[src/rtl/uart_pkg.sv]
// Shared UART definitions used by the receiver, the transmitter and the baud generator.
//   uart_rx_state_t          receiver FSM state encoding
//   UART_OVERSAMPLE_DEFAULT  default number of baud ticks per bit
//   uart_vote_first/last()   first/last of the three majority-vote ticks within a bit
// The parity state only exists when UART_RX_PARITY_EN is defined.
package uart_pkg;

    localparam int unsigned UART_OVERSAMPLE_DEFAULT = 16;

    typedef enum logic [2:0] {
        StIdle     = 3'd0,
        StStart    = 3'd1,
        StData     = 3'd2,
`ifdef UART_RX_PARITY_EN
        StParity   = 3'd3,
`endif
        StStop     = 3'd4,
        StWaitHigh = 3'd5
    } uart_rx_state_t;

    // Samples are taken at ticks os/2-1, os/2 and os/2+1 of each bit; the vote is
    // complete on the last of them.
    function automatic int unsigned uart_vote_first(input int unsigned os);
        return os / 2 - 1;
    endfunction

    function automatic int unsigned uart_vote_last(input int unsigned os);
        return os / 2 + 1;
    endfunction

    localparam int unsigned UART_VOTE_FIRST_DEFAULT = UART_OVERSAMPLE_DEFAULT / 2 - 1;
    localparam int unsigned UART_VOTE_LAST_DEFAULT  = UART_OVERSAMPLE_DEFAULT / 2 + 1;

endpackage

[src/rtl/uart_rx_sampler.sv]
// RX line conditioning: 2-FF synchronizer plus a 3-sample majority vote.
//   clk, reset  system clock, asynchronous active-low reset
//   i_tick      oversampling tick
//   i_rx        raw asynchronous serial line
//   o_level     synchronized line level
//   o_vote      majority of the levels seen on the last three ticks (current one included)
module uart_rx_sampler (
    input  logic clk,
    input  logic reset,
    input  logic i_tick,
    input  logic i_rx,
    output logic o_level,
    output logic o_vote
);

    logic [1:0] sync_q;
    // Levels from the two previous ticks; the live level is the third sample, so the
    // vote is complete on the very tick that takes the last sample.
    logic [1:0] hist_q;

    always_ff @(posedge clk or negedge reset) begin
        if (!reset) begin
            sync_q <= 2'b11;
            hist_q <= 2'b11;
        end else begin
            sync_q <= {sync_q[0], i_rx};
            if (i_tick) begin
                hist_q <= {hist_q[0], sync_q[1]};
            end
        end
    end

    assign o_level = sync_q[1];
    assign o_vote  = (hist_q[1] & hist_q[0]) | (hist_q[1] & o_level) | (hist_q[0] & o_level);

endmodule

[src/rtl/uart_rx.sv]
// UART receiver: recovers LSB-first frames from the oversampled RX line and hands each
// byte over through a one-deep holding register with valid/ack and sticky error flags.
//   clk, reset    system clock, asynchronous active-low reset
//   i_tick        one-clk enable at OVERSAMPLE x baud
//   i_rx          raw serial line, idles high
//   i_ack         consumer took o_data; clears o_valid and all error flags
//   o_data        last accepted byte, held until the next one
//   o_valid       o_data is unread
//   o_frame_err   sticky, stop bit sampled low
//   o_overrun     sticky, a byte was dropped while o_valid was set
//   o_parity_err  sticky, parity mismatch (only with UART_RX_PARITY_EN)
// Build option: define UART_RX_PARITY_EN to add a parity bit after the data bits;
// PARITY_ODD then selects odd (1) or even (0) parity.
module uart_rx
    import uart_pkg::*;
#(
    parameter int unsigned OVERSAMPLE = UART_OVERSAMPLE_DEFAULT,
    parameter int unsigned DATA_BITS  = 8
`ifdef UART_RX_PARITY_EN
    , parameter bit        PARITY_ODD = 1'b0
`endif
) (
    input  logic                 clk,
    input  logic                 reset,
    input  logic                 i_tick,
    input  logic                 i_rx,
    input  logic                 i_ack,
    output logic [DATA_BITS-1:0] o_data,
    output logic                 o_valid,
    output logic                 o_frame_err,
`ifdef UART_RX_PARITY_EN
    output logic                 o_parity_err,
`endif
    output logic                 o_overrun
);

    localparam int unsigned     CntW     = $clog2(OVERSAMPLE);
    localparam logic [CntW-1:0] VoteTick = CntW'(uart_vote_last(OVERSAMPLE));
    localparam logic [CntW-1:0] LastTick = CntW'(OVERSAMPLE - 1);
    localparam logic [2:0]      LastBit  = 3'(DATA_BITS - 1);

    logic level, vote;

    uart_rx_sampler u_sampler (
        .clk    (clk),
        .reset  (reset),
        .i_tick (i_tick),
        .i_rx   (i_rx),
        .o_level(level),
        .o_vote (vote)
    );

    uart_rx_state_t       state_q, state_d;
    logic [CntW-1:0]      tick_cnt_q, tick_cnt_d, tick_idx;
    logic [2:0]           bit_cnt_q, bit_cnt_d;
    logic [DATA_BITS-1:0] shift_q, shift_d;
    logic                 vote_pt, bit_end, deliver, frame_set;

    logic [DATA_BITS-1:0] data_q, data_d;
    logic                 valid_q, valid_d;
    logic                 frame_err_q, frame_err_d;
    logic                 overrun_q, overrun_d;
`ifdef UART_RX_PARITY_EN
    logic                 par_bad_q, par_bad_d;
    logic                 parity_err_q, parity_err_d;
`endif

    // tick_cnt_q is the index of the last tick seen in the current bit; the start
    // detection tick is index 0, so tick_idx is the index of the tick now presented.
    assign tick_idx = tick_cnt_q + CntW'(1);
    assign vote_pt  = i_tick && (tick_idx == VoteTick);
    assign bit_end  = i_tick && (tick_idx == LastTick);

    always_comb begin
        state_d    = state_q;
        tick_cnt_d = tick_cnt_q;
        bit_cnt_d  = bit_cnt_q;
        shift_d    = shift_q;
        deliver    = 1'b0;
        frame_set  = 1'b0;
`ifdef UART_RX_PARITY_EN
        par_bad_d  = par_bad_q;
`endif
        if (i_tick && state_q != StIdle && state_q != StWaitHigh) begin
            tick_cnt_d = tick_idx;
        end
        unique case (state_q)
            StIdle: begin
                if (i_tick && !level) begin
                    tick_cnt_d = '0;
                    bit_cnt_d  = '0;
                    state_d    = StStart;
                end
            end
            StStart: begin
                if (vote_pt && vote) begin
                    state_d = StIdle;   // false start
                end else if (bit_end) begin
                    state_d = StData;
                end
            end
            StData: begin
                if (vote_pt) begin
                    shift_d = {vote, shift_q[DATA_BITS-1:1]};
                end
                if (bit_end) begin
                    bit_cnt_d = bit_cnt_q + 3'd1;
                    if (bit_cnt_q == LastBit) begin
`ifdef UART_RX_PARITY_EN
                        state_d = StParity;
`else
                        state_d = StStop;
`endif
                    end
                end
            end
`ifdef UART_RX_PARITY_EN
            StParity: begin
                if (vote_pt) begin
                    par_bad_d = (^shift_q) ^ vote ^ PARITY_ODD;
                end
                if (bit_end) begin
                    state_d = StStop;
                end
            end
`endif
            // Acting at the vote point lets the next start edge be seen half a bit early.
            StStop: begin
                if (vote_pt) begin
                    if (vote) begin
                        deliver = 1'b1;
                        state_d = StIdle;
                    end else begin
                        frame_set = 1'b1;
                        state_d   = StWaitHigh;
                    end
                end
            end
            StWaitHigh: begin
                if (i_tick && level) begin
                    state_d = StIdle;
                end
            end
            default: state_d = StIdle;
        endcase
    end

    always_comb begin
        data_d      = data_q;
        valid_d     = valid_q;
        frame_err_d = frame_err_q;
        overrun_d   = overrun_q;
        if (i_ack) begin
            valid_d     = 1'b0;
            frame_err_d = 1'b0;
            overrun_d   = 1'b0;
        end
        if (deliver) begin
            if (!valid_q || i_ack) begin
                data_d  = shift_q;
                valid_d = 1'b1;
            end else begin
                overrun_d = 1'b1;
            end
        end
        if (frame_set) begin
            frame_err_d = 1'b1;
        end
`ifdef UART_RX_PARITY_EN
        parity_err_d = parity_err_q;
        if (i_ack) begin
            parity_err_d = 1'b0;
        end
        if (deliver && par_bad_q) begin
            parity_err_d = 1'b1;
        end
`endif
    end

    always_ff @(posedge clk or negedge reset) begin
        if (!reset) begin
            state_q     <= StIdle;
            tick_cnt_q  <= '0;
            bit_cnt_q   <= '0;
            shift_q     <= '0;
            data_q      <= '0;
            valid_q     <= 1'b0;
            frame_err_q <= 1'b0;
            overrun_q   <= 1'b0;
        end else begin
            state_q     <= state_d;
            tick_cnt_q  <= tick_cnt_d;
            bit_cnt_q   <= bit_cnt_d;
            shift_q     <= shift_d;
            data_q      <= data_d;
            valid_q     <= valid_d;
            frame_err_q <= frame_err_d;
            overrun_q   <= overrun_d;
        end
    end

`ifdef UART_RX_PARITY_EN
    always_ff @(posedge clk or negedge reset) begin
        if (!reset) begin
            par_bad_q    <= 1'b0;
            parity_err_q <= 1'b0;
        end else begin
            par_bad_q    <= par_bad_d;
            parity_err_q <= parity_err_d;
        end
    end

    assign o_parity_err = parity_err_q;
`endif

    assign o_data      = data_q;
    assign o_valid     = valid_q;
    assign o_frame_err = frame_err_q;
    assign o_overrun   = overrun_q;

endmodule

[config.mk]
export PLATFORM = sky130hd
export DESIGN_NAME = uart_rx
export DESIGN_NICKNAME = d
export VERILOG_FILES = /design/src/rtl/uart_pkg.sv /design/src/rtl/uart_rx_sampler.sv /design/src/rtl/uart_rx.sv
export SDC_FILE = /design/constraint.sdc
export NUM_CORES = 1
export LEC_CHECK = 0
export BUFFER_PORTS_ARGS = -buffer_cell sky130_fd_sc_hd__buf_4
export CAP_MARGIN = 5
export CORE_MARGIN = 2
export CORE_UTILIZATION = 35
export DETAILED_ROUTE_END_ITERATION = 10
export PLACE_DENSITY = 0.57
export SLEW_MARGIN = 40
export SYNTH_ARGS = -nofsm -noshare
export SYNTH_HDL_FRONTEND = slang
export SYNTH_SLANG_ARGS = --single-unit
[constraint.sdc]
create_clock -name clk -period 2.7 [get_ports clk]
set_input_delay 0.27 -clock clk [delete_from_list [all_inputs] [get_ports clk]]
set_output_delay 0.27 -clock clk [all_outputs]
set_load 0.1 [all_outputs]
==> run_results.csv, run 1 <==
group,metric,value,unit
critical_path,critPathLaunchType,"flop",
critical_path,crit_arrival,2.55,ns
global_route,grt_max_degree,34,
sta,relSlewSlack,0.645,
global_route,grt_pass1_vias,981,
die,pin_count,16,
placed_design,pre_cts_ws,0.300,ns
critical_path,cp-end-kind,"flop",
clock_network,cts_made_buffers,5,
sta,fin_skew,0.00507,ns
global_route,antenna_found_initial,0,
route,antenna_left,0,
clock_network,ctsRootBufferMaster,"clkbuf_8",
power,vdd_drop_max,0.000334,V
sta,fmax,0.418,GHz
critical_path,crit_type,"flop to flop",
power,total_power,1540,uW
clock_network,ctsHoldBuffers,1,
sta,setup_slack,0.306,ns
sta,setup_tns,0,ns
clock_network,clk_path_buf_depth,2,
critical_path,r2r-start,"tick_cnt_q[0]$_DFF_PN0_",
clock_network,clk_latency,0.28,ns
route,wl_per_cell,13.8,um
die,initial_core_util,0.360,
clock_network,htree_levels,2,
worst_hold_path,hp-class,"primary input to flop",
critical_path,path_max_fanout,8,
power,p_leak,0.000898,uW
cells_and_area,layout_commonest_cell,"dfrtp_1",
critical_path,cp_data_required_time,2.86,ns
cells_and_area,drive_above_1_share,0.349,
global_route,grt_pass1_wl,4870,um
sta,rsz0062_at_grt,"false",
placed_design,place.port_buffers,15,
global_route,track_usage,0.126,
worst_hold_path,hold_path_startpoint,"i_rx",
sta,slew_viol_final,0,
route,drc,0,
clock_network,cts_resized,0,
sta,finalSetupViolations,0,
critical_path,critPathLaunch,"tick_cnt_q[0]$_DFF_PN0_",
route,vias,1011,
die,fp.coreArea,4290,sq um
die,dieArea,4960,sq um
run,maxCapViolCount,0,
clock_network,cts_tree,"yes",
clock_network,cts_sinks,33,
synth,ys_types,35,
power,pwr_density_cell,832,nW/um^2
cells_and_area,fillCellCount,405,
synth,synth_nets,137,
die,die_h,70.4,um
sta,fin_crit_sh,0.887,
sta,fin_crit,2.39,ns
synth,ys_seq_area_frac,0.538,
clock_network,cts_setup_buffers,0,
global_route,grt_remaining_overflow,0,
die,fp-row-count,24,
synth,syn_area,1540,sq um
cells_and_area,antenna_cells,0,
placed_design,dp_hpwl,2060,um
outcome,status,"completed",
sta,worstMarginPinSlew,0.528,ns
sta,hold_viol,0,
route,firstDrtPassIters,4,
cells_and_area,nets,161,
synth,avgSynthCellArea,12.2,sq um
route,viasPerCell,4.96,
synth,yosysWarningCount,0,
clock_network,clkTransAtPathRegs,0.06,ns
route,routed_wirelength,2810,um
synth,ys_ff_latch,33,
cells_and_area,layout_common_cells,"29 x dfrtp_1, 20 x mux2_2, 17 x buf_4",
synth,synth_cells,127,
route,drtIter0Drc,40,
die,fp.dieW,70.4,um
cells_and_area,syn_to_final_growth,20.2,%
placed_design,gp_congestion,0.869,
[worst max-delay path: stages, from the launching register on]
cell and delay (ns):
dfrtp_1 0.42, ha_1 0.24, xnor2_1 0.27, nand2_1 0.15, or4_4 0.53, a21oi_4 0.29
mux2_2 0.38
[report_power, final]
| part | internal [uW] | switching (uW) |
|---|---|---|
| logic | 186 | 249 |
| clock network | 301 | 167 |
| registers | 562 | 78.6 |
| total | 1050 | 495 |
[registers in the layout, indices dropped and copies added, names as in the netlist]
| signal | count |
|---|---|
| o_data | 8 |
| shift_q | 8 |
| tick_cnt_q | 4 |
| bit_cnt_q | 3 |
| state_q | 3 |
| u_sampler.hist_q | 2 |
| u_sampler.sync_q | 2 |
| o_frame_err | 1 |
| o_overrun | 1 |
| o_valid | 1 |
[layout make-up]
type | count | area [sq um] | share of cell area
Sequential cell | 33 | 831 | 0.448
Clock inverter | 1 | 30.0 | 0.0162
Multi-Input combinational cell | 83 | 668 | 0.360
Tap cell | 52 | 65.1 | 0.0351
Timing Repair Buffer | 18 | 138 | 0.0742
Clock buffer | 7 | 86.3 | 0.0465
Inverter | 10 | 37.5 | 0.0202
[worst paths after layout]
| check | cells past startpoint | slack [ns] | to |
|---|---|---|---|
| max | 6 | 0.31 | o_data[4]$_DFFE_PN0P_ |
| min | 1 | 0.10 | u_sampler.sync_q[0]$_DFF_PN1_ |
| max reg2reg | 6 | 0.31 | o_data[4]$_DFFE_PN0P_ |
| min reg2reg | 0 | 0.36 | u_sampler.sync_q[1]$_DFF_PN1_ |
| max in group asynchronous | 2 | 1.89 | u_sampler.sync_q[1]$_DFF_PN1_ |
| min in group asynchronous | 2 | 0.47 | shift_q[0]$_DFFE_PN0P_ |
[per-layer routing]
layer,share of wire,GRT usage,up-vias
li1,-,-,493
met1,0.46,0.173,495
met2,0.49,0.187,19
met3,0.033,0.0346,4
met4,0.014,0.0513,0
met5,0,0,-
[cells in the mapped netlist (all sizes together)]
cell,count,area [sq um]
dfrtp,29,726
mux2,20,225
nor2,13,48.8
inv,10,37.5
a21oi,5,36.3
ha,5,62.6
dfstp,4,105
nand2,4,15.0
o21ai,4,20.0
nand2b,3,18.8
a22o,2,17.5
mux2i,2,20.0
nand3,2,10.0
nor3,2,15.0
o211ai,2,15.0
or3b,2,17.5
xnor2,2,17.5
xor2,2,17.5
a211oi,1,7.51
a2bb2oi,1,8.76
a31oi,1,6.26
a32o,1,10.0
and2,1,6.26
and3,1,6.26
buf,1,7.51
maj3,1,10.0
o21a,1,7.51
o221ai,1,8.76
o31ai,1,12.5
o32ai,1,8.76
or2b,1,7.51
or4,1,11.3
[cells by family (layout without fill, tap and decap cells)]
family	Yosys count	after routing	share of synthesized area
DFF	33	33	0.538
and+or+nand+nor	30	30	0.101
muxes	22	22	0.159
AOI/OAI and AO/OA	21	21	0.103
buffers and inverters	11	36	0.0292
adders and majority gates	6	6	0.0470
xor gates and xnor gates	4	4	0.0227
[stage by stage]
step | hold slack [ns] | util | std cells | instance area [sq um]
3_5_place_dp | 0.235 | 0.403 | 195 | 1730
3_3_place_gp | 0.230 | 0.403 | 195 | 1730
2_1_floorplan | -0.0256 | - | 127 | 1540
6_report | 0.101 | 0.432 | 204 | 1860
4_1_cts | 0.0900 | 0.432 | 204 | 1860
5_1_grt | 0.0862 | 0.432 | 204 | 1860
Note: power is estimated with default switching activity, not from simulation.
==> inputs of run 2 (changes only) <==
--- a/config.mk
+++ b/config.mk
@@ -5,12 +5,14 @@
 export SDC_FILE = /design/constraint.sdc
 export NUM_CORES = 1
 export LEC_CHECK = 0
-export BUFFER_PORTS_ARGS = -buffer_cell sky130_fd_sc_hd__buf_4
 export CAP_MARGIN = 5
+export CELL_PAD_IN_SITES_DETAIL_PLACEMENT = 1
+export CELL_PAD_IN_SITES_GLOBAL_PLACEMENT = 2
 export CORE_MARGIN = 2
 export CORE_UTILIZATION = 35
 export DETAILED_ROUTE_END_ITERATION = 10
-export PLACE_DENSITY = 0.57
+export DONT_BUFFER_PORTS = 1
+export PLACE_DENSITY = 0.71
 export SLEW_MARGIN = 40
 export SYNTH_ARGS = -nofsm -noshare
 export SYNTH_HDL_FRONTEND = slang
==> run 2 against run 1 <==
Net effect:
- sequential share of layout area grew 1.4 points
- combinational power is essentially flat
- count of clock-buffer cells in the layout fell by 2
- critical endpoint is now o_data[0]$_DFFE_PN0P_
- non-clock buffer count down 9
- sequential cell count is the same
==> run_results.csv, run 2 (synthesis gave the netlist of run 1 again) <==
group,metric,value,unit
clock_network,clk_latency,0.28,ns
power,vdd_drop_max,0.000332,V
clock_network,htree_levels,2,
sta,setup_tns,0,ns
die,fp-row-count,24,
sta,worstMarginPinSlew,0.595,ns
sta,fin_crit,2.44,ns
power,clkPwrFrac,0.300,
clock_network,cts_sinks,33,
cells_and_area,nets,152,
placed_design,dp_hpwl,2300,um
cells_and_area,layout_common_cells,"20 x mux2_2, 20 x dfrtp_1, 13 x nor2_1",
clock_network,cts_tree,"yes",
power,switching_power,526,uW
power,p_leak,0.000832,uW
outcome,status,"completed",
power,p_sw_frac,0.339,
placed_design,gp_congestion,0.718,
placed_design,placed_area,1660,sq um
route,drtIter0Drc,60,
critical_path,critPathLaunchType,"flop",
global_route,track_usage,0.142,
die,dieArea,4960,sq um
sta,slew_viol_final,0,
route,drc,0,
cells_and_area,antenna_cells,0,
route,viasPerCell,5.23,
clock_network,cts_made_buffers,5,
die,initial_core_util,0.360,
clock_network,cts_resized,0,
sta,finalSetupViolations,0,
power,p_seq_frac,0.418,
route,firstDrtPassIters,4,
clock_network,cts_setup_buffers,0,
cells_and_area,drive_above_1_share,0.357,
critical_path,crit_type,"flop to flop",
cells_and_area,utilization,0.425,
sta,relSlewSlack,0.599,
sta,rsz0062_at_grt,"false",
cells_and_area,syn_to_final_growth,18.2,%
clock_network,clkTransAtPathRegs,0.07,ns
sta,fmax,0.409,GHz
route,routed_wirelength,3200,um
cells_and_area,postLayoutCellArea,1830,sq um
cells_and_area,regArea,842,sq um
die,fp.coreArea,4290,sq um
critical_path,cp_data_required_time,2.87,ns
critical_path,path_max_fanout,8,
die,die_h,70.4,um
global_route,grt_pass1_wl,5410,um
global_route,grt_pass1_vias,1175,
run,maxCapViolCount,0,
sta,fin_skew,0.00339,ns
route,wl_per_cell,16.4,um
power,pwr_density_cell,850,nW/um^2
worst_hold_path,hp-class,"primary input to flop",
die,pin_count,16,
global_route,grt_max_degree,34,
route,antenna_left,0,
cells_and_area,fillCellCount,471,
clock_network,ctsRootBufferMaster,"clkbuf_8",
sta,fin_crit_sh,0.905,
clock_network,clk_path_buf_depth,2,
die,fp.dieW,70.4,um
route,vias,1020,
sta,hold_viol,0,
cells_and_area,multi_input_area,668,sq um
global_route,grt_remaining_overflow,0,
placed_design,place.port_buffers,0,
critical_path,crit_arrival,2.61,ns
global_route,antenna_found_initial,0,
power,cellInternalPower,1030,uW
power,power_frac_comb,0.282,
critical_path,cp-end-kind,"flop",
run 2: cell count changes in the layout (fill, tap and decap cells not counted):
cell,previous run,this run
buf_1,0,2
buf_12,0,1
buf_16,0,1
buf_4,17,3
clkbuf_1,1,0
clkbuf_8,6,5
clkinv_4,0,1
clkinvlp_4,0,1
dfrtp_1,29,20
dfrtp_2,0,9
dlygate4sd3_1,1,2
run 2: timing repair:
| item | in CTS | in global routing |
|---|---|---|
| endpoints found under the setup margin | 0 | 0 |
| endpoints found under the hold margin | 34 | 0 |
| hold buffers | 3 | 0 |
run 2: metrics by stage:
stage | hold slack [ns] | total power [uW] | instances | worst slack (ns)
after CTS | 0.136 | 1570 | 195 | 0.247
after floorplan | -0.0256 | 977 | 127 | 0.499
after detailed placement | -0.0247 | 1080 | 184 | 0.277
final | 0.148 | 1550 | 195 | 0.257
after global placement | -0.0244 | 1060 | 181 | 0.384
after global routing | 0.134 | 1670 | 195 | 0.125
run 2: worst max-delay path, stage by stage, from the launching register on:
cell	delay, ns
dfrtp_1	0.42
ha_1	0.24
xnor2_1	0.28
nand2_1	0.17
or4_4	0.54
a21oi_4	0.30
mux2_2	0.38
run 2: final timing paths:
check	start	endpoint	slack (ns)	depth (start not counted)
min reg2reg	u_sampler.sync_q[0]$_DFF_PN1_	u_sampler.sync_q[1]$_DFF_PN1_	0.36	0
max in group asynchronous	reset	u_sampler.sync_q[0]$_DFF_PN1_	2.03	2
max	tick_cnt_q[0]$_DFF_PN0_	o_data[0]$_DFFE_PN0P_	0.26	6
max reg2reg	tick_cnt_q[0]$_DFF_PN0_	o_data[0]$_DFFE_PN0P_	0.26	6
min	i_tick	u_sampler.hist_q[0]$_DFFE_PN1P_	0.15	1
min in group asynchronous	reset	bit_cnt_q[0]$_DFFE_PN0P_	0.41	2
run 2: cell type report:
type                            instances  area share
Inverter                               10      0.0206
Multi-Input combinational cell         83       0.366
Timing Repair Buffer                    9      0.0535
Sequential cell                        33       0.461
Clock buffer                            5      0.0377
Tap cell                               52      0.0356
Clock inverter                          3      0.0254
run 2: power by group through the flow:
stage	registers [uW]	clock network (uW)	logic, uW
floorplan	622	0	356
global placement	652	0	405
detailed placement	658	0	424
CTS	648	481	445
global route	660	500	505
finish	649	465	437
run 2: routing by layer:
| metal | track usage | wire length (um) | part of all wire |
|---|---|---|---|
| met5 | 0 | 0 | 0 |
| met4 | 0.0620 | 39 | 0.012 |
| met3 | 0.0462 | 111 | 0.035 |
| met2 | 0.243 | 1640 | 0.51 |
| met1 | 0.161 | 1410 | 0.44 |
